==> src/rtl/gbuff_drain.sv <==
// Drains a contiguous range of a registered-read global buffer into a
// ready/valid stream through a 2-entry skid FIFO, one word per cycle at best.
module gbuff_drain #(
  parameter int IDX_W  = 32,
  parameter int WORD_W = 32
) (
  input  logic              clk,
  input  logic              rst,
  input  logic              start,
  input  logic [IDX_W-1:0]  base_idx,
  input  logic [8:0]        num_words,
  output logic              gb_wr_en,
  output logic [IDX_W-1:0]  gb_index,
  input  logic [WORD_W-1:0] gb_rdata,
  output logic              m_valid,
  input  logic              m_ready,
  output logic [WORD_W-1:0] m_data,
  output logic              m_last,
  output logic              busy,
  output logic              done
);

  typedef enum logic [1:0] {
    S_IDLE,
    S_READ,
    S_FLUSH,
    S_FIN
  } state_t;

  state_t            r_state;
  state_t            w_state_nxt;
  logic [IDX_W-1:0]  r_base;
  logic [IDX_W-1:0]  r_last_idx;
  logic [8:0]        r_num;
  logic [8:0]        r_issued;
  logic [8:0]        r_emitted;
  logic              r_inflight;
  logic [WORD_W-1:0] r_fifo [2];
  logic              r_wr_ptr;
  logic              r_rd_ptr;
  logic [1:0]        r_count;

  logic              w_pop;
  logic              w_issue;
  logic              w_start_ok;
  logic [1:0]        w_occ;
  logic [IDX_W-1:0]  w_rd_idx;

  assign w_pop      = m_valid & m_ready;
  assign w_start_ok = (r_state == S_IDLE) && start;
  assign w_occ      = r_count + {1'b0, r_inflight};
  assign w_rd_idx   = r_base + IDX_W'(r_issued);
  // A word popped this cycle frees its slot for the read issued in the same cycle.
  assign w_issue    = (r_state == S_READ) &&
                      ((w_occ < 2'd2) || ((w_occ == 2'd2) && w_pop));

  // NOTE: every combinational output gets a default first so no path leaves it unassigned (no latch).
  always_comb begin
    w_state_nxt = r_state;
    case (r_state)
      S_IDLE:  if (start) w_state_nxt = (num_words == 9'd0) ? S_FIN : S_READ;
      S_READ:  if (w_issue && (r_issued + 9'd1 == r_num)) w_state_nxt = S_FLUSH;
      S_FLUSH: if (w_pop && m_last) w_state_nxt = S_FIN;
      S_FIN:   w_state_nxt = S_IDLE;
      default: w_state_nxt = S_IDLE;
    endcase
  end

  // NOTE: state registers use non-blocking assignments so every flop samples pre-edge values.
  always_ff @(posedge clk or negedge rst) begin
    if (!rst) begin
      r_state    <= S_IDLE;
      r_base     <= '0;
      r_num      <= '0;
      r_issued   <= '0;
      r_emitted  <= '0;
      r_last_idx <= '0;
      r_inflight <= 1'b0;
      r_wr_ptr   <= 1'b0;
      r_rd_ptr   <= 1'b0;
      r_count    <= '0;
    end else begin
      r_state    <= w_state_nxt;
      r_inflight <= w_issue;
      if (w_start_ok) begin
        r_base    <= base_idx;
        r_num     <= num_words;
        r_issued  <= '0;
        r_emitted <= '0;
      end else begin
        if (w_issue) r_issued  <= r_issued + 9'd1;
        if (w_pop)   r_emitted <= r_emitted + 9'd1;
      end
      if (w_issue)    r_last_idx <= w_rd_idx;
      if (r_inflight) r_wr_ptr   <= ~r_wr_ptr;
      if (w_pop)      r_rd_ptr   <= ~r_rd_ptr;
      r_count <= 2'(r_count + {1'b0, r_inflight} - {1'b0, w_pop});
    end
  end

  // NOTE: the FIFO storage is reset because m_data must read as zero while in reset.
  always_ff @(posedge clk or negedge rst) begin
    if (!rst) begin
      r_fifo[0] <= '0;
      r_fifo[1] <= '0;
    end else if (r_inflight) begin
      r_fifo[r_wr_ptr] <= gb_rdata;
    end
  end

  assign gb_wr_en = 1'b0;
  assign gb_index = w_issue ? w_rd_idx : r_last_idx;
  assign m_valid  = (r_count != 2'd0);
  assign m_data   = r_fifo[r_rd_ptr];
  assign m_last   = m_valid && (r_emitted == r_num - 9'd1);
  assign busy     = (r_state != S_IDLE);
  assign done     = (r_state == S_FIN);

endmodule

==> config.mk <==
export PLATFORM = sky130hd
export DESIGN_NAME = gbuff_drain
export DESIGN_NICKNAME = d
export VERILOG_FILES = /design/src/rtl/gbuff_drain.sv
export SDC_FILE = /design/constraint.sdc
export NUM_CORES = 1
export LEC_CHECK = 0
export CORE_AREA = 2 2 167 169
export DETAILED_ROUTE_END_ITERATION = 12
export DIE_AREA = 0 0 169 171
export HOLD_SLACK_MARGIN = 0.05
export MAX_ROUTING_LAYER = met4
export PLACE_DENSITY_LB_ADDON = 0.25
export SLEW_MARGIN = 25
export SYNTH_ARGS = -nofsm -noshare
export SYNTH_HDL_FRONTEND = slang
export SYNTH_SLANG_ARGS = --single-unit
==> constraint.sdc <==
create_clock -name clk -period 7.9 [get_ports clk]
set_input_delay 1.58 -clock clk [delete_from_list [all_inputs] [get_ports clk]]
set_output_delay 1.58 -clock clk [all_outputs]
set_load 0.005 [all_outputs]
==> qor.csv <==
metric;value;unit
vias_per_cell;4.619;
p_total;4258;uW
slew_headroom;43.90;%
ioPinCount;146;
port-buffer-count;144;
hold_viol;0;
first_iter_violations;278;
crit_start;m_ready;
rsz0062_at_grt;no;
postPlaceCellArea;0.009862;mm2
hold_class;reg -> reg;
fin_skew;0.01494;ns
synth-edff-count;0;
clk_latency;0.43;ns
fin_tns_setup;0;ns
worstHoldStart;r_rd_ptr;
drc;0;
status;completed;
cts.sinks;162;
combPwrFrac;44.4;%
grt.met2_usage;22.08;%
syn_nets;875;
drt-total-wl;19490;um
r2r_setup_slack;4.70;ns
slew_violations;0;
start_util;29.50;%
place_hpwl;13400;um
grt_pass1_vias;5882;
cts_setup_buffers;0;
syn_area;0.008061;mm2
yosys.area_share.simple;16.11;%
power.switching;1443;uW
synth_fa_ha_area_share;3.197;%
min_period;5.692;ns
final-setup-viol-count;0;
drt_pass1_iterations;4;
postSynth.asyncResetShare;100.0;%
layout-drive-gt1-share;15.74;%
leakage;0.004471;uW
critPathCaptureType;output pin;
swShare;33.89;%
grt_antenna_before_repair;1;
holdPathStages;1;
synth_ff_type;dfrtp_1;
cts-root-buf;clkbuf_16;
avgSynthCellArea;10.36;um2
gr-total-overflow;0;
r2r_cells;9;
r2r_start;r_inflight;
syn-instance-count;778;
fmax;0.1757;GHz
synth_compound_area_share;6.969;%
detailroute.via_count;5857;
synth_top_family_by_area;simple AND/OR/NAND/NOR gates;
p_seq_share;34.2;%
max_cap_viol_count;0;
use_met3;2.892;%
worstMarginPinSlew;0.8416;ns
yosys.area_share.xor_xnor;6.845;%
postLayoutCoreUtil;38.46;%
num_rows;61;
ir_drop;0.1558;mV
design.core.area;0.02732;mm2
synthToLayoutAreaGrowth;30.34;%
htree_levels;4;
postLayoutSetupSlackWorst;2.208;ns
yosysSeqAreaShare;50.29;%
top_usage_layer;met2;
internal-power;2815;uW
ant_nets;0;
clock_power_share;21.4;%
synth_mux_area_share;13.66;%
use_met1;19.06;%
grt_pass1_wl;31530;um
synth.ff_latch_count;162;
die_w;169;um
hold_end;r_rd_ptr;
timing.rr.end;r_state[0];
cts_resized;0;
critPathMaxFanout;35;
power.density;405.2;mW/mm2
path_clk_slew;0.07;ns
cp-start-kind;input port;
cp.arrival;4.11;ns
fin_area;0.01051;mm2
cts_buffers;17;
dp_slack;2.159;ns
critical_path_class;in -> out;
die-height;171;um
grt_usage;14.26;%
cts_buffer_depth;2;
cp.required;6.32;ns
period_share;72.05;%
synth.distinct_cells;57;
yosys_warnings;0;
grt_max_degree;102;
fp.dieArea;0.02890;mm2
place.gp.congestion;0.7705;
tritoncts;built;
cts_hold_buf;0;
final_nets;1006;
wire_per_inst;15.37;um
through the flow:
| step | hold WS, ns | instances |
|---|---|---|
| 2_1_floorplan | 0.4523 | 778 |
| 3_3_place_gp | 0.4612 | 1235 |
| 3_5_place_dp | 0.4638 | 1236 |
| 4_1_cts | 0.4780 | 1267 |
| 5_1_grt | 0.5042 | 1268 |
| 6_report | 0.4759 | 1268 |
sequential cells by signal, indices dropped and copies added (netlist names), 2 cells and up:
| register | flops |
|---|---|
| r_fifo | 64 |
| r_emitted | 9 |
| r_state | 2 |
| r_count | 2 |
| r_last_idx | 32 |
| r_issued | 9 |
| r_base | 32 |
| r_num | 9 |
layout make-up:
cell class | count | area [um2]
Fill cell | 2761 | 16820
Sequential cell | 162 | 4054
Multi-Input combinational cell | 559 | 3789
Timing Repair Buffer | 152 | 1525
Tap cell | 346 | 432.9
Clock buffer | 17 | 425.4
Clock inverter | 14 | 215.2
Inverter | 17 | 63.81
Antenna cell | 1 | 2.502
cells by family (layout without fill, tap and decap cells):
kind of cell             Yosys count  in the layout
AO/OA/AOI/OAI                     92             92
multiplexers                      98             98
adder cells (fa/ha/maj)           20             20
other                              1              2
buffers and inverters             57            200
AND/OR/NAND/NOR                  285            285
flip-flops                       162            162
XOR/XNOR                          63             63
per-layer routing:
| layer | share of wire (%) | wire length (um) |
|---|---|---|
| met2 | 45 | 8848 |
| met1 | 49 | 9637 |
| met3 | 3.9 | 752 |
| met5 | 0 | 0 |
| met4 | 1.3 | 248 |
synthesized netlist by cell type (all sizes together), types with 4 or more instances:
cell type    n  share of area (%)
o21ai       47                2.9
mux2        96                 13
nand4        8               0.70
nor2        23                1.1
or3          7               0.54
clkbuf      29                1.4
nand3       16                1.1
buf         11               0.71
xor2        22                2.4
ha          19                2.9
nor2b        8               0.62
and3         7               0.54
a21oi       15               0.93
a211o        4               0.43
inv         17               0.79
xnor2       41                4.5
nand2      174                8.1
nor4         6               0.54
nor3b        5               0.47
nor3        14               0.87
o21a         4               0.37
dfrtp      162                 50
worst max-delay path, stage by stage:
cell,delay [ns]
clkdlybuf4s50_1,0.50
a21o_1,0.14
nand3_2,0.53
or4_1,0.70
nand3_1,0.14
clkdlybuf4s50_1,0.52
cell usage in the layout (no fill, tap or decap), drive strengths merged, types with 2 or more instances in the layout:
| master | count |
|---|---|
| a211o | 4 |
| a211oi | 2 |
| a21o | 3 |
| a21oi | 15 |
| and3 | 7 |
| and4 | 2 |
| buf | 8 |
| bufinv | 4 |
| clkbuf | 18 |
| clkdlybuf4s50 | 143 |
| clkinvlp | 2 |
| dfrtp | 162 |
| ha | 19 |
| inv | 24 |
| mux2 | 96 |
| mux2i | 2 |
| nand2 | 174 |
| nand2b | 3 |
| nand3 | 16 |
| nand3b | 2 |
| nand4 | 8 |
| nor2 | 23 |
| nor2b | 8 |
| nor3 | 14 |
| nor3b | 5 |
| nor4 | 6 |
| nor4b | 2 |
| o211ai | 3 |
| o21a | 4 |
| o21ai | 47 |
| o31ai | 2 |
| or2 | 2 |
| or3 | 7 |
| or4 | 3 |
| xnor2 | 41 |
| xor2 | 22 |
worst max-delay path by stage:
| stage | to | slack (ns) | depth (start not counted) |
|---|---|---|---|
| finish | gb_index[8] | 2.21 | 6 |
| global route | gb_index[8] | 2.01 | 6 |
| CTS | gb_index[8] | 2.14 | 6 |
| detailed placement | gb_index[8] | 2.16 | 6 |
| global placement | gb_index[8] | 2.18 | 6 |
| floorplan | gb_index[25] | 3.66 | 6 |
power groups by stage:
stage / combinational (uW) / sequential, uW / clock, uW
6_report: 1890 / 1450 / 912
5_1_grt: 2100 / 1510 / 984
4_1_cts: 1930 / 1460 / 942
3_5_place_dp: 1920 / 1470 / 0
3_3_place_gp: 1900 / 1460 / 0
2_1_floorplan: 1130 / 1380 / 0
(Power assumes the default switching activity.)
